--- src/rtl/sync_fifo_flex.sv ---
// sync_fifo_flex: parametrised single-clock FIFO with synchronous clear,
// optional first-word-fall-through read port, registered fill level,
// programmable almost-full/almost-empty flags and sticky error flags.
module sync_fifo_flex #(
  parameter int DATA_WIDTH    = 8,
  parameter int DEPTH         = 16,
  parameter int FWFT          = 0,
  parameter int AFULL_THRESH  = DEPTH - 2,
  parameter int AEMPTY_THRESH = 2
) (
  input  logic                    clk,
  input  logic                    rst_n,
  input  logic                    i_clr,
  input  logic                    i_wr_en,
  input  logic [DATA_WIDTH-1:0]   i_wr_data,
  output logic                    o_full,
  output logic                    o_almost_full,
  input  logic                    i_rd_en,
  output logic [DATA_WIDTH-1:0]   o_rd_data,
  output logic                    o_rd_valid,
  output logic                    o_empty,
  output logic                    o_almost_empty,
  output logic [$clog2(DEPTH):0]  o_level,
  output logic                    o_overflow,
  output logic                    o_underflow
);

  localparam int ADDR = $clog2(DEPTH);
  localparam int LW   = ADDR + 1;

  localparam logic [LW-1:0] LVL_FULL   = LW'(DEPTH);
  localparam logic [LW-1:0] LVL_AFULL  = LW'(AFULL_THRESH);
  localparam logic [LW-1:0] LVL_AEMPTY = LW'(AEMPTY_THRESH);
  localparam logic [LW-1:0] ONE        = LW'(1);

  // Storage; contents are deliberately left unreset.
  logic [DATA_WIDTH-1:0] mem [DEPTH];

  // Pointers carry one extra wrap bit; level is tracked separately so the
  // FWFT output register can be counted as part of the occupancy.
  logic [ADDR:0] wr_ptr;
  logic [ADDR:0] rd_ptr;
  logic [ADDR:0] level;

  logic wr_accept;
  logic rd_accept;
  logic mem_nonempty;
  logic fetch;

  // Status flags are pure functions of registered state.
  assign o_level        = level;
  assign o_full         = (level == LVL_FULL);
  assign o_almost_full  = (level >= LVL_AFULL);
  assign o_almost_empty = (level <= LVL_AEMPTY);
  assign o_empty        = (FWFT != 0) ? !o_rd_valid : (level == '0);

  // A clear in the same cycle overrides any read or write request.
  assign wr_accept    = i_wr_en && !o_full  && !i_clr;
  assign rd_accept    = i_rd_en && !o_empty && !i_clr;
  assign mem_nonempty = (wr_ptr != rd_ptr);

  // fetch = a word leaves the memory array this cycle. In standard mode that
  // is every accepted read; in FWFT mode it refills the output register
  // whenever it is empty or being popped and the array has something.
  assign fetch = (FWFT != 0) ? (mem_nonempty && (!o_rd_valid || rd_accept) && !i_clr)
                             : rd_accept;

  // Array write port.
  always_ff @(posedge clk) begin
    if (wr_accept) begin
      mem[wr_ptr[ADDR-1:0]] <= i_wr_data;
    end
  end

  // Write and read pointers, both cleared by reset or i_clr.
  always_ff @(posedge clk or negedge rst_n) begin
    if (!rst_n) begin
      wr_ptr <= '0;
      rd_ptr <= '0;
    end else if (i_clr) begin
      wr_ptr <= '0;
      rd_ptr <= '0;
    end else begin
      if (wr_accept) begin
        wr_ptr <= wr_ptr + ONE;
      end
      if (fetch) begin
        rd_ptr <= rd_ptr + ONE;
      end
    end
  end

  // Occupancy: moves only on accepted writes/reads, never on prefetch.
  always_ff @(posedge clk or negedge rst_n) begin
    if (!rst_n) begin
      level <= '0;
    end else if (i_clr) begin
      level <= '0;
    end else begin
      case ({wr_accept, rd_accept})
        2'b10:   level <= level + ONE;
        2'b01:   level <= level - ONE;
        default: level <= level;
      endcase
    end
  end

  // Read data register: one-cycle strobe in standard mode, head-of-queue
  // holding register in FWFT mode. Data is kept across i_clr.
  always_ff @(posedge clk or negedge rst_n) begin
    if (!rst_n) begin
      o_rd_data  <= '0;
      o_rd_valid <= 1'b0;
    end else if (i_clr) begin
      o_rd_valid <= 1'b0;
    end else if (fetch) begin
      o_rd_data  <= mem[rd_ptr[ADDR-1:0]];
      o_rd_valid <= 1'b1;
    end else if (FWFT != 0) begin
      if (rd_accept) begin
        o_rd_valid <= 1'b0;
      end
    end else begin
      o_rd_valid <= 1'b0;
    end
  end

  // Sticky error flags, only released by clear or reset.
  always_ff @(posedge clk or negedge rst_n) begin
    if (!rst_n) begin
      o_overflow  <= 1'b0;
      o_underflow <= 1'b0;
    end else if (i_clr) begin
      o_overflow  <= 1'b0;
      o_underflow <= 1'b0;
    end else begin
      if (i_wr_en && o_full) begin
        o_overflow <= 1'b1;
      end
      if (i_rd_en && o_empty) begin
        o_underflow <= 1'b1;
      end
    end
  end

endmodule

--- config.mk ---
export PLATFORM = sky130hd
export DESIGN_NAME = sync_fifo_flex
export DESIGN_NICKNAME = d
export VERILOG_FILES = /design/src/rtl/sync_fifo_flex.sv
export SDC_FILE = /design/constraint.sdc
export NUM_CORES = 1
export LEC_CHECK = 0
export ABC_AREA = 1
export CAP_MARGIN = 15
export CELL_PAD_IN_SITES_DETAIL_PLACEMENT = 0
export CELL_PAD_IN_SITES_GLOBAL_PLACEMENT = 2
export CORE_ASPECT_RATIO = 1.1
export CORE_MARGIN = 2
export CORE_UTILIZATION = 40
export DETAILED_ROUTE_END_ITERATION = 10
export DONT_BUFFER_PORTS = 1
export PLACE_DENSITY_LB_ADDON = 0.15
export SYNTH_ARGS = -nofsm -noshare
export SYNTH_HDL_FRONTEND = slang
export SYNTH_SLANG_ARGS = --single-unit
--- constraint.sdc ---
create_clock -name clk -period 1.8 [get_ports clk]
set_input_delay 0.18 -clock clk [delete_from_list [all_inputs] [get_ports clk]]
set_output_delay 0.18 -clock clk [all_outputs]
set_load 0.01 [all_outputs]
After elaboration in Yosys (flattened, before gate mapping)
Memories as Yosys holds them, arrays and structs flattened. A register that Yosys moved wholly into a read port is not among the register bits.
Cells that the tools add are included.
{ "totals": {"word_cells": 48, "n_memories": 1, "register_bits": 18, "out_inout_bits": 20, "ramBits": 128} }
{ "memory_table": {"columns": ["name", "words", "word_bits", "read_ports", "rd_clocked_by_memory_dff", "write_ports", "line", "text"], "rows": [
  ["mem", 16, 8, 1, 1, 1, "37", "logic [DATA_WIDTH-1:0] mem [DEPTH];"]
]} }
{ "op_classes": {"magnitude_cmp": 2, "muxes": 14, "n_bitwise": 1, "reduce_logical": 17, "add_sub_neg": 4, "eq_ne": 3} }
{ "ops": {"columns": ["op", "n"], "rows": [
  ["$mux W5", 5],
  ["$add A5 B1 Y5 const B", 3],
  ["$pmux W5 S2", 1],
  ["$mux W1", 8],
  ["$reduce_bool A2 Y1", 4],
  ["$logic_and A1 B1 Y1", 6],
  ["$eq A5 B5 Y1 const B", 1],
  ["$ge A5 B4 Y1 const B", 1],
  ["$le A5 B2 Y1 const B", 1],
  ["$logic_not A5 Y1", 1],
  ["$sub A5 B1 Y5 const B", 1],
  ["$logic_not A1 Y1", 4],
  ["$reduce_bool A3 Y1", 1],
  ["$eq A2 B1 Y1 const B", 1],
  ["$eq A2 B2 Y1 const B", 1],
  ["$reduce_and A2 Y1", 1],
  ["$not A1 Y1", 1]
]} }

Longest topological paths before layout
Gate-level depths: netlist (run 1).
{ "depth": {"ltp_word": 7, "mapped_depth": 15} }

Least setup slack after synthesis (run 1)
Ideal clock, no wire load.
{ "synth_path": {"kind": "register to register", "start": "reg level[0] (netlist: o_level[0])", "end": "reg level[4] (netlist: o_level[4])", "synth_period_minus_slack_ns": 1.878, "required_time_ns": 1.683, "path_buffers": 0, "path_stages_with_launch": 16, "setup_ns": 0.117, "arrival_ns": 1.761, "slack_ns": -0.078, "cell_sequence": "dfrtp_1 > nor2_2 > nand3_2 > nand2_4 > inv_4 > nor2_8 > nor2_1 > nor2_4 > ha_1 > inv_1 > nand2_2 > nand3_2 > nand2_1 > nand2_1 > nand3_1 > nand2_1"} }
{ "synth_via": {"elab_chain_cells": 7} }
{ "synth_lines": {"columns": ["item", "line", "text"], "rows": [
  ["from (decl)", "43", "logic [ADDR:0] level;"],
  ["from (signal assigned)", "101", "2'b10: level <= level + ONE;"],
  ["from (signal assigned)", "102", "2'b01: level <= level - ONE;"],
  ["from (signal assigned)", "103", "default: level <= level;"],
  ["$eq A5 B5 Y1 or $logic_not A5 Y1 (tied branches)", "52, 55", null],
  ["$logic_not A1 Y1 (on tied branches)", "58, 59", null],
  ["$logic_and A1 B1 Y1 (on tied branches) (2 in a row)", "58, 59", null],
  ["$eq A2 B1 Y1 or $eq A2 B2 Y1 (tied branches)", "100", "case ({wr_accept, rd_accept})"],
  ["$pmux W5 S2", "100", null],
  ["$mux W5", "97", "end else if (i_clr) begin"]
]} }
Several ways; a longest one is shown, not always the timed one.
A chain may end at the register's enable or synchronous reset.

Worst setup path after layout (run 1)
Ends and elaborated chain as after synthesis.

==> impl_metrics.py, run 1 <==
metrics = {
    "outcome": {
        "status": "finished with violations",
        "violations": "negative setup slack",
    },
    "logic_synthesis": {
        "synth_warnings": 0,
        "synthArstFlopShare_pct": 15.8,
        "syn_inst": 505,
        "synth-seq-cells": 152,
        "synth-edff-count": 128,
        "syn_area_sq_um": 6310,
        "synthesis.nets": 525,
        "synthFlopType": "edfxtp_1",
        "synthDistinctLibCells": 33,
        "syn_avg_cell_area_sq_um": 12.5,
        "seq_area_frac_synth_pct": 70.5,
    },
    "power": {
        "seqPwrFrac_pct": 39.0,
        "switching_power_uw": 3560,
        "pwr-share-comb_pct": 29.4,
        "vdd_drop_max_mv": 0.659,
        "p_per_area_nw_per_um2": 1400,
        "p_int_uw": 7390,
        "p_clk_share_pct": 31.6,
        "p_leak_uw": 0.00278,
        "switching_share_pct": 32.5,
    },
    "floorplanning": {
        "fp.dieW_um": 124,
        "io_pins": 33,
        "die-height_um": 136,
        "dieArea_sq_um": 16800,
        "std_cell_rows": 48,
        "start_util_pct": 40.5,
        "core_sq_um": 15600,
    },
    "clock_network": {
        "clock_path_buffers": 2,
        "cts_tree": "done",
        "cts_made_buffers": 17,
        "cts_root_buffer": "clkbuf_16",
        "h-tree-depth": 4,
        "cts_sinks": 152,
        "clk_latency_ps": 420,
        "clk_pin_slew_ps": 60,
    },
    "worst_setup_path": {
        "cp.arrival_ps": 2120,
        "crit_type": "reg2reg",
        "cp-startpoint": "o_level[0]",
        "critPathBufInv": 2,
        "crit_path_max_fanout": 6,
        "r2r_start": "o_level[0]",
        "worst-r2r-cell-count": 15,
        "worst-path-stages": 15,
        "worst_ep_required_time_ps": 2110,
        "cpMaxStageDelayCell": "dfrtp_2",
        "start_kind": "flip-flop",
        "worstSetupEndpoint": "o_level[4]",
        "endpoint_kind": "flip-flop",
        "timing.reg2reg.setup_slack_ps": -5,
        "r2r-end": "o_level[4]",
        "critPathTopFamily": "simple AND/OR/NAND/NOR gates",
        "crit_chain": "nor2_4 > nand3_2 > nand2_4 > inv_4 > nor2_8 > nor2_4 > nor2_4 > ha_4 > inv_2 > nand2_4 > nand3_2 > nand2_1 > nand2_1 > nand3_1 > nand2_1",
        "slowest_delay_ps": 420,
    },
    "global_route": {
        "track_usage_pct": 20.3,
        "grt_max_degree": 35,
        "grt_pass1_vias": 4049,
        "grt_remaining_overflow": 0,
        "antenna_found_initial": 1,
        "grt_pass1_wl_um": 24200,
    },
    "layout": {
        "layout_common_cells": "edfxtp_1 (128), nor2_1 (85), o21ai_0 (59)",
        "nets": 590,
        "drive_gt1_share_pct": 22.1,
        "fin_util_pct": 50.3,
        "final_common_cell": "edfxtp_1",
        "syn2layout_area_growth_pct": 24.1,
        "nFillCells": 1345,
    },
    "timing": {
        "worstMarginPinSlew_ps": 760,
        "slew_violations": 0,
        "setup_tns_ps": -4.88,
        "rsz0062_at_grt": "yes",
        "max_freq_mhz": 554,
        "setup_viol": 1,
        "fin_crit_sh_pct": 100,
        "final.setup.worst_slack_ps": -4.88,
        "finalClockSkew_ps": 5.16,
        "period_minus_slack_ps": 1800,
        "slew_headroom_pct": 49.2,
        "hold_viol": 0,
    },
    "routing": {
        "dr.pass1.iters": 5,
        "wl_per_cell_um": 20.5,
        "drt_iter0_drc": 298,
        "avgViaCountPerCell": 5.38,
        "vias": 4221,
        "wirelength_um": 16000,
        "route.detailed.drc": 0,
        "postRouteAntennaNets": 0,
    },
    "min_path": {
        "min_path_type": "in2reg",
        "whs_path_depth": 3,
    },
    "placed_design": {
        "port-buffer-count": 0,
        "dp_hpwl_um": 10200,
        "gp_congestion": 0.775,
    },
    "job": {
        "maxCapViolCount": 0,
    },
}
## metrics by stage
step                hold slack [ps]  cell area, sq um  worst slack, ps  power [uW]  std cells
global placement               -115              6930             14.8        7150        732
global route                   75.0              7830             -125       11500        783
floorplan                      -116              6320             16.2        6130        505
CTS                            59.0              7660             5.68       10800        778
finish                         67.1              7830            -4.88       11000        784
detailed placement             -115              6930            -7.49        7170        732
## power groups by stage
stage                     logic, uW  clock network, uW  registers (uW)
after floorplan                1760                  0            4370
after global placement         2810                  0            4340
after detailed placement       2830                  0            4340
after CTS                      2970               3510            4270
after global routing           3550               3660            4300
final                          3220               3460            4270
## sequential cells by signal, indices dropped and copies added (netlist names)
signal and count:
o_overflow 1, mem 128, o_rd_data 8, o_rd_valid 1, o_underflow 1, o_level 5, rd_ptr 4, wr_ptr 4
## cells in the mapped netlist (13+ instances only)
cell type	instances	area share, %
o21ai_1	13	1.0
o221ai_1	19	2.6
edfxtp_1	128	61
nand3_1	24	1.9
nand2_1	31	1.8
dfrtp_1	24	9.5
nor2_1	87	5.2
clkbuf_1	16	0.95
o22ai_1	13	1.3
inv_1	14	0.83
o21ai_0	65	5.2
o211ai_1	13	1.5
## layer usage
metal / track usage [%] / share of wire [%] / vias to the layer above / routed length (um)
li1: - / - / 2001 / -
met1: 28.3 / 45 / 2115 / 7190
met2: 31.4 / 49 / 85 / 7920
met3: 4.71 / 4.1 / 20 / 650
met4: 6.25 / 1.8 / 0 / 283
met5: 0 / 0 / - / 0
## cells by family (layout without fill, tap and decap cells)
group	count (synthesis)	in the layout	share of synthesized area (%)
AOI/OAI and AO/OA	138	138	13.3
xor gates and xnor gates	1	1	0.139
adders and majority gates	7	7	1.39
buffers and inverters	48	126	3.23
DFF	152	152	70.5
other	0	1	0
and+or+nand+nor	159	159	11.5
## worst register-to-register path, cell delays in order (launching register included)
cell     delay, ps
dfrtp_2        420
nor2_4         130
nand3_2        110
nand2_4        120
inv_4           60
nor2_8         170
nor2_4          70
nor2_4         110
ha_4           140
inv_2           40
nand2_4         60
nand3_2         70
nand2_1         60
nand2_1         40
nand3_1         70
nand2_1         50
## layout make-up
type / instances / area [sq um] / share of cell area [%]
diodes: 1 / 2.50 / 0.0320
clock buffers: 17 / 425 / 5.43
clock inverters: 15 / 153 / 1.95
inverters: 21 / 86.3 / 1.10
multi-input cells: 305 / 1750 / 22.3
flip-flops and latches: 152 / 4450 / 56.9
well taps: 200 / 250 / 3.20
repair buffers: 73 / 711 / 9.08
## worst min-delay path by stage
stage          startpoint      endpoint  slack [ps]
3_5_place_dp        rst_n  o_rd_data[4]        -120
3_3_place_gp        rst_n  o_rd_data[4]        -120
2_1_floorplan       rst_n    o_level[0]        -120
4_1_cts           i_rd_en     rd_ptr[3]          60
6_report          i_rd_en     rd_ptr[3]          70
5_1_grt           i_wr_en     wr_ptr[0]          70
## what timing repair did
action	CTS	global route
endpoints found under the hold margin	161	0
resized for setup	2	28
hold buffers	13	0
endpoints found under the setup margin	2	8
setup buffers	1	5
gates cloned	0	1
pin swaps	1	18
(Power assumes the default switching activity.)
==> run 2: changes to the inputs <==
--- a/config.mk
+++ b/config.mk
@@ -12,8 +12,10 @@
 export CORE_ASPECT_RATIO = 1.1
 export CORE_MARGIN = 2
 export CORE_UTILIZATION = 40
+export CTS_CLUSTER_DIAMETER = 200
 export DETAILED_ROUTE_END_ITERATION = 10
 export DONT_BUFFER_PORTS = 1
+export MAX_ROUTING_LAYER = met4
 export PLACE_DENSITY_LB_ADDON = 0.15
 export SYNTH_ARGS = -nofsm -noshare
 export SYNTH_HDL_FRONTEND = slang
==> run 2 against run 1 <==
Effect of this change: the run now ends clean; sequential share of layout area unchanged; design area is the same; wire length is essentially flat; die area stayed put; largest power group unchanged; largest cell class unchanged; power about the same.
==> impl_metrics.py, run 2 (synthesized netlist as in run 1, its figures left out) <==
metrics = {
    "outcome": {
        "status": "finished, final reports clean",
    },
    "clock_network": {
        "clock_path_buffers": 2,
        "cts_tree": "done",
        "cts_sinks": 152,
        "clk_latency_ps": 420,
        "h-tree-depth": 4,
        "clk_pin_slew_ps": 60,
        "cts_root_buffer": "clkbuf_16",
        "cts_made_buffers": 17,
    },
    "floorplanning": {
        "core_sq_um": 15600,
        "dieArea_sq_um": 16800,
        "fp.dieW_um": 124,
        "std_cell_rows": 48,
        "die-height_um": 136,
        "io_pins": 33,
        "start_util_pct": 40.5,
    },
    "worst_setup_path": {
        "worst-r2r-cell-count": 15,
        "endpoint_kind": "flip-flop",
        "crit_chain": "nor2_4 > nand3_2 > nand2_4 > inv_4 > nor2_8 > nor2_4 > nor2_4 > ha_4 > inv_2 > nand2_4 > nand3_2 > nand2_1 > nand2_1 > nand3_1 > nand2_1",
        "slowest_delay_ps": 420,
        "r2r-end": "o_level[4]",
        "cp-startpoint": "o_level[0]",
        "timing.reg2reg.setup_slack_ps": 5,
        "cpMaxStageDelayCell": "dfrtp_2",
        "r2r_start": "o_level[0]",
        "worst_ep_required_time_ps": 2110,
        "start_kind": "flip-flop",
        "crit_path_max_fanout": 6,
        "crit_type": "reg2reg",
        "cp.arrival_ps": 2100,
    },
    "power": {
        "p_per_area_nw_per_um2": 1400,
        "p_leak_uw": 0.00278,
        "finalPower_uw": 11000,
        "vdd_drop_max_mv": 0.655,
    },
    "layout": {
        "syn2layout_area_growth_pct": 24.1,
        "largest_reg_flops": 128,
        "multiInputGateArea_sq_um": 1750,
        "layout_common_cells": "edfxtp_1 (128), nor2_1 (85), o21ai_0 (59)",
        "nFillCells": 1345,
        "nets": 590,
        "final_common_cell": "edfxtp_1",
        "ff_latch_area_sq_um": 4450,
        "drive_gt1_share_pct": 22.1,
    },
    "global_route": {
        "antenna_found_initial": 1,
        "grt_remaining_overflow": 0,
        "grt_max_degree": 35,
        "grt_pass1_vias": 4055,
        "track_usage_pct": 20.9,
        "grt_pass1_wl_um": 24200,
    },
    "min_path": {
        "whs_endpoint": "wr_ptr[0]",
        "holdCritStartpoint": "i_wr_en",
        "min_path_type": "in2reg",
        "whs_path_depth": 4,
    },
    "placed_design": {
        "dp_hpwl_um": 10200,
        "port-buffer-count": 0,
        "gp_congestion": 0.786,
    },
    "routing": {
        "route.detailed.drc": 0,
        "drt_iter0_drc": 342,
        "vias": 4214,
        "wl_per_cell_um": 20.5,
        "dr.pass1.iters": 4,
        "postRouteAntennaNets": 0,
        "avgViaCountPerCell": 5.38,
        "wirelength_um": 16000,
    },
    "timing": {
        "hold_viol": 0,
        "setup_viol": 0,
        "worstMarginPinSlew_ps": 791,
        "slew_violations": 0,
        "rsz0062_at_grt": "yes",
        "period_minus_slack_ps": 1790,
        "timing.hold.ws_ps": 68.2,
        "fin_crit_sh_pct": 99.7,
        "max_freq_mhz": 557,
        "finalClockSkew_ps": 8.28,
        "slew_headroom_pct": 47.1,
    },
    "job": {
        "maxCapViolCount": 0,
    },
}
-- run 2: layout make-up --
cell class | count | area share [%]
Timing Repair Buffer | 73 | 9.08
Tap cell | 200 | 3.20
Antenna cell | 1 | 0.0320
Multi-Input combinational cell | 305 | 22.3
Clock buffer | 17 | 5.43
Clock inverter | 15 | 1.95
Sequential cell | 152 | 56.9
Inverter | 21 | 1.10
-- run 2: per-stage QoR --
stage / util [%] / cell area [sq um] / instances / setup slack [ps] / setup TNS (ps)
after detailed placement: 44.6 / 6930 / 732 / -7.49 / -7.49
after CTS: 49.3 / 7660 / 778 / 5.68 / 0
final: 50.3 / 7830 / 784 / 5.35 / 0
after floorplan: - / 6320 / 505 / 16.2 / 0
after global placement: 44.6 / 6930 / 732 / 14.8 / 0
after global routing: 50.3 / 7830 / 784 / -125 / -149
-- run 2: report_power, final --
| group | internal (uW) | switching [uW] | total [uW] |
|---|---|---|---|
| registers | 4050 | 221 | 4270 |
| logic | 1300 | 1930 | 3230 |
| clock network | 2040 | 1410 | 3450 |
-- run 2: how the worst max path moves through the flow --
stage	to	slack (ps)	cells past startpoint
after global placement	o_level[4]	10	15
after floorplan	o_level[4]	20	15
after global routing	o_level[4]	-120	15
after CTS	o_level[4]	6	15
after detailed placement	o_level[4]	-7	14
final	o_level[4]	5	15
-- run 2: timing repair --
| action | CTS | global route |
|---|---|---|
| gates cloned | 0 | 1 |
| pin swaps | 1 | 18 |
| setup buffers | 1 | 5 |
| hold endpoints to repair | 161 | 0 |
| gates resized for setup | 2 | 28 |
| endpoints found under the setup margin | 2 | 8 |
| hold buffers | 13 | 0 |
-- run 2: routing by layer --
layer  global-route usage (%)  up-vias  share of wire (%)
li1                         -     2000                  -
met1                     28.0     2105                 45
met4                     5.87        0                1.4
met3                     5.26       15                4.3
met5                        -        -                  0
met2                     31.7       94                 49
-- run 2: critical path, delay by kind of cell (launching register included) --
family | cells | cell delay, ps
DFF | 1 | 420
buffers and inverters | 2 | 90
and+or+nand+nor | 12 | 1030
adders and majority gates | 1 | 140
